`config.mk`:
```
export PLATFORM = sky130hd
export DESIGN_NAME = mem_arbiter
export DESIGN_NICKNAME = d
export VERILOG_FILES = /design/src/rtl/mem_arbiter.sv
export SDC_FILE = /design/constraint.sdc
export NUM_CORES = 1
export LEC_CHECK = 0
export ABC_AREA = 1
export CAP_MARGIN = 25
export CORE_UTILIZATION = 58
export DETAILED_ROUTE_END_ITERATION = 16
export PLACE_DENSITY_LB_ADDON = 0.08
export SYNTH_ARGS = -nofsm -noshare
export SYNTH_HDL_FRONTEND = slang
export SYNTH_SLANG_ARGS = --single-unit
```
`constraint.sdc`:
```
create_clock -name clk -period 4.7 [get_ports clk]
set_input_delay 0.705 -clock clk [delete_from_list [all_inputs] [get_ports clk]]
set_output_delay 0.705 -clock clk [all_outputs]
set_load 0.01 [all_outputs]
```
`src/rtl/mem_arbiter.sv`:
```
`default_nettype none
// ============================================================================
// Module   : mem_arbiter
// Brief    : Round-robin arbiter sharing one command-driven memory between two
//            requesters, granting whole two-word transactions and routing read
//            data back to the owner. Optional abort counter: MEM_ARB_TIMEOUT_EN.
// Revision : 1.0
// ============================================================================

module mem_arbiter_fifo (
  input  logic       clk,
  input  logic       rst,
  input  logic       push,
  input  logic       pop,
  input  logic [9:0] din,
  output logic [9:0] head,
  output logic       not_empty,
  output logic       ovf
);
  logic [9:0] r_e0;
  logic [9:0] r_e1;
  logic [1:0] r_cnt;
  logic       r_ovf;

  // Entry 0 is always the head; pop shifts entry 1 down
  always_ff @(posedge clk) begin
    if (rst) begin
      r_e0  <= '0;
      r_e1  <= '0;
      r_cnt <= '0;
      r_ovf <= 1'b0;
    end else if (pop && push) begin
      if (r_cnt == 2'd2) begin
        r_e0 <= r_e1;
        r_e1 <= din;
      end else begin
        r_e0 <= din;
      end
    end else if (pop) begin
      r_e0  <= r_e1;
      r_cnt <= r_cnt - 2'd1;
    end else if (push) begin
      if (r_cnt == 2'd2) begin
        r_ovf <= 1'b1;
      end else begin
        if (r_cnt == 2'd0) r_e0 <= din;
        else               r_e1 <= din;
        r_cnt <= r_cnt + 2'd1;
      end
    end
  end

  assign head      = r_e0;
  assign not_empty = (r_cnt != 2'd0);
  assign ovf       = r_ovf;
endmodule

module mem_arbiter #(
  parameter int TIMEOUT = 16
) (
  input  logic       clk,
  input  logic       rst,
  input  logic [9:0] req0_data,
  input  logic       req0_valid,
  input  logic [9:0] req1_data,
  input  logic       req1_valid,
  output logic [7:0] rsp0_data,
  output logic       rsp0_valid,
  output logic       rsp0_err,
  output logic [7:0] rsp1_data,
  output logic       rsp1_valid,
  output logic       rsp1_err,
  output logic       ovf0,
  output logic       ovf1,
  output logic [9:0] mem_din,
  output logic       mem_rx_valid,
  input  logic [7:0] mem_dout,
  input  logic       mem_tx_valid
);
  typedef enum logic [1:0] {
    IDLE   = 2'd0,
    FIRST  = 2'd1,
    SECOND = 2'd2,
    RDWAIT = 2'd3
  } state_t;

  if (TIMEOUT < 2) begin : g_timeout_chk
    $error("mem_arbiter: TIMEOUT must be at least 2");
  end

  state_t     r_state, w_state_n;
  logic       r_gnt, w_gnt_n;
  logic       r_rr, w_rr_n;
  logic [1:0] r_cmd, w_cmd_n;
  logic       r_settle, w_settle_n;
  logic [9:0] r_mem_din;
  logic       r_mem_rx_valid;
  logic [7:0] r_rsp_data0, r_rsp_data1;
  logic [1:0] r_rsp_valid, r_rsp_err;

  logic [1:0] w_pop;
  logic [1:0] w_ne;
  logic [9:0] w_head0, w_head1, w_head;
  logic       w_issue, w_err, w_rsp, w_tmo_hit;
  logic [7:0] w_rsp_data;

  mem_arbiter_fifo u_fifo0 (
    .clk(clk), .rst(rst), .push(req0_valid), .pop(w_pop[0]), .din(req0_data),
    .head(w_head0), .not_empty(w_ne[0]), .ovf(ovf0)
  );

  mem_arbiter_fifo u_fifo1 (
    .clk(clk), .rst(rst), .push(req1_valid), .pop(w_pop[1]), .din(req1_data),
    .head(w_head1), .not_empty(w_ne[1]), .ovf(ovf1)
  );

  assign w_head = r_gnt ? w_head1 : w_head0;

`ifdef MEM_ARB_TIMEOUT_EN
  localparam int c_tmo_w = (TIMEOUT > 2) ? $clog2(TIMEOUT) : 1;
  localparam logic [c_tmo_w-1:0] c_tmo_last = c_tmo_w'(TIMEOUT - 1);
  logic [c_tmo_w-1:0] r_tmo;

  // Restarts on every state change, so it counts cycles spent in the current state
  always_ff @(posedge clk) begin
    if (rst || (w_state_n != r_state)) r_tmo <= '0;
    else                               r_tmo <= r_tmo + c_tmo_w'(1);
  end

  assign w_tmo_hit = ((r_state == SECOND) || (r_state == RDWAIT)) && (r_tmo == c_tmo_last);
`else
  assign w_tmo_hit = 1'b0;
`endif

  always_comb begin
    w_state_n  = r_state;
    w_gnt_n    = r_gnt;
    w_rr_n     = r_rr;
    w_cmd_n    = r_cmd;
    w_settle_n = 1'b0;
    w_pop      = 2'b00;
    w_issue    = 1'b0;
    w_err      = 1'b0;
    w_rsp      = 1'b0;
    w_rsp_data = mem_dout;
    case (r_state)
      IDLE: begin
        if (w_ne != 2'b00) begin
          w_state_n = FIRST;
          if (w_ne == 2'b11) begin
            w_gnt_n = r_rr;
            w_rr_n  = ~r_rr;
          end else begin
            w_gnt_n = w_ne[1];
          end
        end
      end
      FIRST: begin
        w_pop[r_gnt] = 1'b1;
        if (!w_head[8]) begin
          w_issue    = 1'b1;
          w_cmd_n    = w_head[9:8];
          w_settle_n = 1'b1;
          w_state_n  = SECOND;
        end else begin
          w_err     = 1'b1;
          w_state_n = IDLE;
        end
      end
      SECOND: begin
        // One settle cycle keeps the two command strobes of a transaction apart
        if (!r_settle && w_ne[r_gnt]) begin
          if (w_head[9:8] == r_cmd + 2'd1) begin
            w_issue      = 1'b1;
            w_pop[r_gnt] = 1'b1;
            w_state_n    = r_cmd[1] ? RDWAIT : IDLE;
          end else begin
            w_err     = 1'b1;
            w_state_n = IDLE;
          end
        end else if (w_tmo_hit) begin
          w_err     = 1'b1;
          w_state_n = IDLE;
        end
      end
      RDWAIT: begin
        if (mem_tx_valid) begin
          w_rsp     = 1'b1;
          w_state_n = IDLE;
        end else if (w_tmo_hit) begin
          w_rsp      = 1'b1;
          w_err      = 1'b1;
          w_rsp_data = 8'h00;
          w_state_n  = IDLE;
        end
      end
      default: w_state_n = IDLE;
    endcase
  end

  always_ff @(posedge clk) begin
    if (rst) begin
      r_state        <= IDLE;
      r_gnt          <= 1'b0;
      r_rr           <= 1'b0;
      r_cmd          <= 2'b00;
      r_settle       <= 1'b0;
      r_mem_din      <= '0;
      r_mem_rx_valid <= 1'b0;
      r_rsp_data0    <= '0;
      r_rsp_data1    <= '0;
      r_rsp_valid    <= 2'b00;
      r_rsp_err      <= 2'b00;
    end else begin
      r_state        <= w_state_n;
      r_gnt          <= w_gnt_n;
      r_rr           <= w_rr_n;
      r_cmd          <= w_cmd_n;
      r_settle       <= w_settle_n;
      r_mem_rx_valid <= w_issue;
      if (w_issue) r_mem_din <= w_head;
      r_rsp_valid    <= w_rsp ? (r_gnt ? 2'b10 : 2'b01) : 2'b00;
      r_rsp_err      <= w_err ? (r_gnt ? 2'b10 : 2'b01) : 2'b00;
      if (w_rsp && !r_gnt) r_rsp_data0 <= w_rsp_data;
      if (w_rsp &&  r_gnt) r_rsp_data1 <= w_rsp_data;
    end
  end

  assign mem_din      = r_mem_din;
  assign mem_rx_valid = r_mem_rx_valid;
  assign rsp0_data    = r_rsp_data0;
  assign rsp1_data    = r_rsp_data1;
  assign rsp0_valid   = r_rsp_valid[0];
  assign rsp1_valid   = r_rsp_valid[1];
  assign rsp0_err     = r_rsp_err[0];
  assign rsp1_err     = r_rsp_err[1];
endmodule

`default_nettype wire

```
==> flow_metrics.tcl, run 1 <==
set metrics [dict create \
    status "finished clean" \
    drt_iter0_drc 242 \
    max-vdd-ir-drop_mv 0.235 \
    place_inst 762 \
    ys_warn_count 0 \
    clockBufferDepth 2 \
    skew_ns 0.0131 \
    yosysTopAreaCell "dfxtp_1" \
    die_y_microns 86.2 \
    drive_gt1_share_pct 4.99 \
    startpoint "r_gnt" \
    overflow 0 \
    route.detailed.drc 0 \
    finalSetupViolations 0 \
    clock_sinks 83 \
    tightest_slew_ns 0.829 \
    ios 66 \
    die_area_sq_um 7440 \
    vias_per_cell 5.16 \
    ys_types 31 \
    syn2layout_area_growth_pct 20.3 \
    row_count 30 \
    cp.arrival_ns 3.09 \
    syn_area_per_cell_sq_um 6.53 \
    place_ws_ns 1.84 \
    netlist.area_leader.share_pct 40.4 \
    antenna_found_initial 0 \
    min_from "rsp1_data[4]" \
    final_max_slew_viol_count 0 \
    p_per_area_nw_per_um2 430 \
    antenna_cells 0 \
    final_cells 778 \
    grt_max_degree 43 \
    period_minus_slack_ns 2.85 \
    yosysMostFrequentCell "nand2_1" \
    rsz0062_at_grt "no" \
    maxCapViolCount 0 \
    start_util_pct 60.2 \
    tritoncts "done" \
    htreeDepth 3 \
    cts-root-buf "clkbuf_8" \
    crit_fanout 20 \
    track_usage_pct 26.6 \
    fin_nets 714 \
    grt_pass1_vias 3555 \
    max_freq_mhz 351 \
    dr.pass1.iters 5 \
    crit_type "reg2reg" \
    cts_hold_buf 0 \
    end_kind "register" \
    setup_ws_ns 1.85 \
    fin_tns_setup_ns 0 \
    synth_area_leaders "dfxtp_1, nand2_1, nor2_1, o21ai_0, inv_1" \
    routed-via-count 4015 \
    wl_per_cell_microns 12.4 \
    synthCells 630 \
    core_sq_um 6830 \
    leakagePower_nw 2.17 \
    whs_ns 0.449 \
    hold_violations 0 \
    synth_area_sq_um 4120 \
    dp_hpwl_mm 6.86 \
    worstPathRequired_ns 4.94 \
    io_buffers 65 \
    postCtsResizedCells 0 \
    slew-limit-headroom_pct 44.8 \
    rr_startpoint "r_gnt" \
    dieWidth_microns 86.2 \
    path_clk_slew_ns 0.09 \
    synth-seq-area-share_pct 40.4 \
    synth_edf_count 0 \
    postCtsSetupBuffers 0 \
    numCtsBuffers 9 \
    ys_ff_latch 83 \
    final_antenna_net_count 0 \
    grt_pass1_wl_mm 15.9 \
    insertion_delay_ns 0.35 \
    fin_crit_sh_pct 60.6 \
    gp_congestion 0.835 \
    synthTopCellsByCount "nand2_1, nor2_1, dfxtp_1, o21ai_0, inv_1" \
    synth_fp_nets 667 \
    synthArstFlopShare_pct 0 \
    drt_wl_total_mm 9.61 \
    synth-main-ff-cell "dfxtp_1" \
    hold_class "reg2reg" \
    worstSetupStartpointType "register" \
]
[cells in the final DEF (no fill, tap or decap), drive strengths merged]
cell type and n:
o32ai 1, a21oi 40, clkinv 5, clkinvlp 1, clkbuf 9, nand3 28, ha 4, clkdlybuf4s50 65
o21ai 73, nor2 101, nand3b 1, a31oi 10, o211ai 2, nand2 191, buf 3, dfxtp 83
inv 56, nor3 4, xnor2 1, a211oi 2, bufinv 2
[worst paths after layout]
kind | endpoint | cells past startpoint | slack (ns)
setup / recovery | u_fifo0.r_e1[2] | 11 | 1.85
hold / removal | rsp1_data[4] | 2 | 0.45
setup reg to reg | u_fifo0.r_e1[2] | 11 | 1.85
hold reg to reg | rsp1_data[4] | 2 | 0.45
[metal layers]
| metal | GRT usage [%] | part of all wire [%] |
|---|---|---|
| met5 | 0 | 0 |
| met2 | 45.4 | 48 |
| met4 | 8.03 | 0.83 |
| met1 | 35.2 | 46 |
| met3 | 3.62 | 5.0 |
[stage by stage]
stage	total power, mW	area, sq um	util [%]
2_1_floorplan	1.39	4120	-
3_3_place_gp	1.53	4730	69.2
4_1_cts	2.12	4950	72.5
5_1_grt	2.25	4950	72.5
3_5_place_dp	1.56	4730	69.2
6_report	2.13	4950	72.5
[power by group]
group	internal, mW	total, mW	leakage [nW]	switching [mW]
logic	0.236	0.640	1.38	0.404
registers	0.819	0.909	0.679	0.0899
clock network	0.304	0.577	0.111	0.273
total	1.36	2.13	2.17	0.767
[registers in the layout, summed over array words and instances (netlist names), 2 cells and up]
| register | flops |
|---|---|
| mem_din | 10 |
| u_fifo0.head | 10 |
| u_fifo0.r_e1 | 10 |
| u_fifo1.head | 10 |
| u_fifo1.r_e1 | 10 |
| rsp0_data | 8 |
| rsp1_data | 8 |
| r_rsp_err | 2 |
| r_rsp_valid | 2 |
| r_state | 2 |
| u_fifo0.r_cnt | 2 |
| u_fifo1.r_cnt | 2 |
[worst max-delay path, stage by stage, from the launching register on]
cell     delay (ns)
dfxtp_1        0.81
nand2_1        0.13
nand2_1        0.14
nand2_1        0.09
nor2_1         0.16
nand2_2        0.11
nand2_4        0.10
nand2_4        0.15
a21oi_2        0.71
nand3_1        0.17
nand2_1        0.11
nor2_1         0.04
[layout make-up]
class                      instances  area (sq um)
fill                             600          1880
tap                               96           120
sequential                        83          1660
clock inverter                     7           101
inverter                          57           216
timing repair buffer              68           673
clock buffer                       9           124
multi-input combinational        458          2050
[cell families after synthesis]
family	synth area share (%)
and+or+nand+nor	31.9
AOI/OAI and AO/OA	16.6
buffers and inverters	9.70
DFF	40.4
adders and majority gates	1.22
xor gates and xnor gates	0.213
No activity file was read; power rests on OpenSTA's default activity.
==> run 2: changes to the inputs <==
--- a/config.mk
+++ b/config.mk
@@ -7,7 +7,7 @@
 export LEC_CHECK = 0
 export ABC_AREA = 1
 export CAP_MARGIN = 25
-export CORE_UTILIZATION = 58
+export CORE_UTILIZATION = 54
 export DETAILED_ROUTE_END_ITERATION = 16
 export PLACE_DENSITY_LB_ADDON = 0.08
 export SYNTH_ARGS = -nofsm -noshare
==> constraint.sdc (replaced) <==
create_clock -name clk -period 2.7 [get_ports clk]
set_input_delay 0.405 -clock clk [delete_from_list [all_inputs] [get_ports clk]]
set_output_delay 0.405 -clock clk [all_outputs]
set_load 0.01 [all_outputs]
==> run 2 against run 1 <==
Effect of this change: sequential share of layout area decreased by 0.18 points; worst hold slack got worse by 0.0023 ns; total power increased by 67%; global-route usage increased by 0.32 points; die area increased by 7.2%; sequential power increased by 72%; worst setup slack got worse by 1.4 ns; largest power group unchanged; highest routed layer unchanged; flip-flop and latch count unchanged; clock-buffer cell count unchanged; combinational power increased by 81%.
==> flow_metrics.tcl, run 2 (same netlist as run 1, synthesis figures left out) <==
set metrics [dict create \
    tightest_slew_ns 0.639 \
    row_count 31 \
    finalSetupViolations 0 \
    rr_endpoint "u_fifo0.r_e1[0]" \
    crit_fanout 20 \
    final_max_slew_viol_count 0 \
    p_per_area_nw_per_um2 714 \
    routed-via-count 4043 \
    critical_path.top_delay_family "simple AND/OR/NAND/NOR gates" \
    antenna_cells 0 \
    final_common_cell "nand2_1" \
    dieWidth_microns 89.3 \
    vias_per_cell 5.12 \
    fin_crit_sh_pct 83.7 \
    die_y_microns 89.3 \
    hold_depth 2 \
    clock_sinks 83 \
    max_freq_mhz 443 \
    postCtsSetupBuffers 0 \
    grt_pass1_wl_mm 16.3 \
    clockBufferDepth 2 \
    cts_hold_buf 0 \
    fin_nets 723 \
    path_cells "inv_4, nand2_1, nand2_1, nor2_1, nor2_1, nand2_2, nand2_4, nand2_4, nand2_1, nand2_1, a21oi_1, nor2_1" \
    end_kind "register" \
    dp_hpwl_mm 7.18 \
    htreeDepth 3 \
    cts-root-buf "clkbuf_8" \
    r2r_setup_slack_ns 0.44 \
    clkPwrFrac_pct 23.5 \
    p_int_mw 2.21 \
    track_usage_pct 26.9 \
    drive_gt1_share_pct 6.22 \
    maxCapViolCount 0 \
    switchingPower_mw 1.35 \
    critical_path.max_stage_delay_ns 0.37 \
    insertion_delay_ns 0.37 \
    max-vdd-ir-drop_mv 0.323 \
    gp_congestion 0.898 \
    die_area_sq_um 7970 \
    postCtsResizedCells 0 \
    fin_tns_setup_ns 0 \
    io_buffers 65 \
    slew-limit-headroom_pct 57.4 \
    route.detailed.drc 0 \
    skew_ns 0.0129 \
    crit_type "reg2reg" \
    worstPathRequired_ns 2.95 \
    cp_slowest_cell "dfxtp_1" \
    worstSetupStartpointType "register" \
    ios 66 \
    leakagePower_nw 2.20 \
    syn2layout_area_growth_pct 20.9 \
    cp.arrival_ns 2.51 \
    core_sq_um 7290 \
    antenna_found_initial 0 \
    tritoncts "done" \
    drt_iter0_drc 217 \
    final_cell_mix "nand2_1, nor2_1, dfxtp_1, o21ai_0, clkdlybuf4s50_1" \
    grt_max_degree 71 \
    drt_wl_total_mm 9.94 \
    status "finished clean" \
    hold_end "rsp1_data[7]" \
    hold_violations 0 \
    seqPwrFrac_pct 44.0 \
    overflow 0 \
    rr_startpoint "r_gnt" \
    critPathBufInv 1 \
    hold_class "reg2reg" \
    period_minus_slack_ns 2.26 \
    final_antenna_net_count 0 \
    reg2reg_depth 12 \
    path_clk_slew_ns 0.08 \
    wl_per_cell_microns 12.6 \
    start_util_pct 56.4 \
    dr.pass1.iters 5 \
    grt_pass1_vias 3488 \
    whs_ns 0.446 \
    rsz0062_at_grt "no" \
    min_from "rsp1_data[7]" \
    switching_share_pct 37.9 \
    numCtsBuffers 9 \
    crit_top_cell "nand2_1" \
    pwr-share-comb_pct 32.5 \
]
run 2: cell types whose count changed in the layout (fill, tap and decap cells not counted):
cell       change
clkinv_4       -2
buf_4          +9
bufinv_16      -2
inv_6          +5
inv_8          -1
run 2: power by group through the flow:
stage / sequential (mW) / clock (mW) / combinational (mW)
3_3_place_gp: 1.58 / 0 / 1.13
4_1_cts: 1.56 / 0.849 / 1.16
2_1_floorplan: 1.57 / 0 / 0.855
5_1_grt: 1.59 / 0.904 / 1.32
6_report: 1.56 / 0.835 / 1.16
3_5_place_dp: 1.59 / 0 / 1.15
run 2: worst reg2reg max path: stages, from the launching register on:
cell     delay (ns)
dfxtp_1        0.37
inv_4          0.14
nand2_1        0.08
nand2_1        0.11
nor2_1         0.05
nor2_1         0.19
nand2_2        0.11
nand2_4        0.10
nand2_4        0.15
nand2_1        0.10
nand2_1        0.36
a21oi_1        0.30
nor2_1         0.07
run 2: cell type report:
class,instances,area [sq um]
Fill cell,678,2310
Multi-Input combinational cell,458,2050
Sequential cell,83,1660
Timing Repair Buffer,77,741
Inverter,57,216
Clock buffer,9,124
Tap cell,99,124
Clock inverter,7,56.3
run 2: how the worst max path moves through the flow:
stage	start	to	slack, ns	depth (start not counted)
after global routing	r_gnt	u_fifo0.r_e1[8]	0.21	12
after global placement	r_gnt	u_fifo0.r_e1[1]	0.53	12
after CTS	r_gnt	u_fifo0.r_e1[0]	0.40	12
final	r_gnt	u_fifo0.r_e1[0]	0.44	12
after detailed placement	r_gnt	u_fifo0.r_e1[0]	0.44	12
after floorplan	r_gnt	u_fifo0.r_e1[0]	1.04	14
run 2: metal layers:
metal | up-vias | track usage [%] | share of wire [%]
met5 | - | 0 | 0
met4 | 0 | 9.67 | 1.8
met3 | 16 | 5.08 | 4.6
met2 | 104 | 46.0 | 48
met1 | 1811 | 34.0 | 46
li1 | 2112 | - | -
run 2: stage by stage:
step / setup WS [ns] / instances / instance area (sq um) / total power [mW] / utilization (%)
floorplan: 1.04 / 630 / 4120 / 2.42 / -
global placement: 0.525 / 774 / 4800 / 2.71 / 65.8
detailed placement: 0.442 / 774 / 4800 / 2.74 / 65.8
CTS: 0.404 / 790 / 4980 / 3.57 / 68.3
global route: 0.210 / 790 / 4980 / 3.81 / 68.3
finish: 0.441 / 790 / 4980 / 3.55 / 68.3
==> run 3: changes to the inputs <==
==> constraint.sdc (replaced) <==
create_clock -name clk -period 2.12 [get_ports clk]
set_input_delay 0.318 -clock clk [delete_from_list [all_inputs] [get_ports clk]]
set_output_delay 0.318 -clock clk [all_outputs]
set_load 0.01 [all_outputs]
==> run 3 against run 2 <==
Effect of this change: worst setup slack lost 0.29 ns; register-to-register slack worse by 0.29 ns; clock-buffer cell count unchanged; fmax rose by 15%; first-iteration DRC count down 0.46%; global-route usage decreased by 0.51 points; flip-flop and latch count unchanged; critical path depth is 1 higher; cell count grew 0.51%; worst hold slack got worse by 0.00074 ns; total power rose by 36%.
==> flow_metrics.tcl, run 3 (same netlist as run 1, synthesis figures left out) <==
set metrics [dict create \
    final_max_slew_viol_count 0 \
    maxCapViolCount 0 \
    tightest_slew_ns 0.600 \
    htreeDepth 3 \
    clock_sinks 83 \
    pwr-share-comb_pct 32.5 \
    io_buffers 65 \
    grt_pass1_wl_mm 16.2 \
    path_clk_slew_ns 0.09 \
    final_common_cell "nand2_1" \
    numCtsBuffers 9 \
    switching_share_pct 36.1 \
    drt_iter0_drc 216 \
    row_count 31 \
    met3_length_microns 658 \
    wl_per_cell_microns 12.7 \
    antenna_cells 0 \
    crit_fanout 20 \
    nFillCells 628 \
    multi_input_area_sq_um 2080 \
    p_int_mw 3.08 \
    wl_met1_mm 4.62 \
    antenna_found_initial 0 \
    dr.pass1.iters 5 \
    final_antenna_net_count 0 \
    fin_crit_sh_pct 92.9 \
    drt_wl_total_mm 10.1 \
    top_layer_used "met4" \
    end_kind "register" \
    cts_hold_buf 0 \
    min_from "rsp1_data[6]" \
    fin_nets 728 \
    syn2layout_area_growth_pct 23.6 \
    dieWidth_microns 89.3 \
    max-vdd-ir-drop_mv 0.455 \
    place_ws_ns 0.107 \
    cp.arrival_ns 2.22 \
    drive_gt1_share_pct 7.05 \
    period_minus_slack_ns 1.97 \
    hold_class "reg2reg" \
    hold_end "rsp1_data[6]" \
    grt_max_degree 43 \
    insertion_delay_ns 0.36 \
    seqPwrFrac_pct 41.5 \
    clockBufferDepth 2 \
    tritoncts "done" \
    p_per_area_nw_per_um2 948 \
    setup_ws_ns 0.150 \
    slew-limit-headroom_pct 60.0 \
    skew_ns 0.0153 \
    die_area_sq_um 7970 \
    worstPathRequired_ns 2.37 \
    grt_pass1_vias 3602 \
    status "finished clean" \
    worstSetupStartpointType "register" \
    vias_per_cell 5.23 \
    switchingPower_mw 1.74 \
    clkPwrFrac_pct 25.9 \
    leakagePower_nw 2.22 \
    ios 66 \
    final_cell_mix "nand2_1, nor2_1, dfxtp_1, o21ai_0, clkdlybuf4s50_1" \
    reg2reg_depth 13 \
    rr_startpoint "r_gnt" \
    r2r_setup_slack_ns 0.15 \
    rr_endpoint "u_fifo0.head[6]" \
    start_util_pct 56.4 \
    route.detailed.drc 0 \
    overflow 0 \
    met2_length_mm 4.63 \
    core_sq_um 7290 \
    fin_util_pct 69.7 \
    finalSetupViolations 0 \
    crit_type "reg2reg" \
    hold_depth 2 \
    die_y_microns 89.3 \
    cts-root-buf "clkbuf_8" \
    seq_area_sq_um 1660 \
    routed-via-count 4154 \
    max_freq_mhz 508 \
    hold_violations 0 \
    dp_hpwl_mm 7.17 \
    gp_congestion 0.996 \
    track_usage_pct 26.4 \
]
run 3: cell count changes in the layout (fill, tap and decap cells not counted), sizes merged:
cell,previous run,this run
buf,12,17
inv,60,56
clkinv,3,4
bufinv,0,2
run 3: what timing repair did:
item / in CTS / in global routing
setup endpoints to repair: 0 / 29
setup buffers: 0 / 0
gates resized for setup: 0 / 8
run 3: layout make-up:
cell class | instances | share of cell area, %
multi-input cells | 458 | 40.9
flip-flops and latches | 83 | 32.7
repair buffers | 82 | 15.5
inverters | 57 | 4.26
clock buffers | 9 | 2.44
well taps | 99 | 2.44
clock inverters | 6 | 1.77
run 3: how the worst max path moves through the flow:
stage / cells after the start / startpoint / slack (ns) / endpoint
2_1_floorplan: 14 / r_gnt / 0.46 / u_fifo0.r_e1[0]
3_3_place_gp: 10 / r_state[1] / 0.16 / u_fifo0.head[6]
3_5_place_dp: 10 / r_state[0] / 0.11 / u_fifo0.head[6]
4_1_cts: 10 / r_state[1] / 0.07 / u_fifo0.head[6]
5_1_grt: 14 / r_gnt / -0.0002 / u_fifo0.r_e1[8]
6_report: 13 / r_gnt / 0.15 / u_fifo0.head[6]
run 3: metal layers:
metal	vias to the layer above	GRT usage (%)
met5	-	0
li1	2123	-
met1	1860	34.1
met2	148	43.7
met4	0	9.96
met3	23	5.36
run 3: power groups by stage:
stage          Clock (mW)  Combinational (mW)  Sequential [mW]
3_5_place_dp            0                1.49             2.03
6_report             1.25                1.57             2.00
3_3_place_gp            0                1.45             2.02
5_1_grt              1.34                1.76             2.03
4_1_cts              1.26                1.51             2.00
2_1_floorplan           0                1.09             2.00
run 3: stage by stage:
stage / instances / area (sq um) / hold slack (ns) / setup TNS (ns) / power (mW)
final: 794 / 5090 / 0.446 / 0 / 4.82
after global routing: 794 / 5090 / 0.462 / -0.000209 / 5.13
after CTS: 794 / 5050 / 0.449 / 0 / 4.77
after detailed placement: 779 / 4830 / 0.436 / 0 / 3.52
after global placement: 779 / 4830 / 0.430 / 0 / 3.47
after floorplan: 630 / 4120 / 0.396 / 0 / 3.09
run 3: worst max-delay path, cell delays in order (launching register included):
cell and delay, ns:
dfxtp_2 0.36, inv_4 0.13, nand2_1 0.07, nand2_1 0.10
nor2_1 0.06, nor2_1 0.17, nand2_2 0.10, nand2_4 0.13
nand2_8 0.12, o21ai_2 0.09, buf_6 0.20, nand2_1 0.07
nor2_1 0.19, nor2_1 0.06
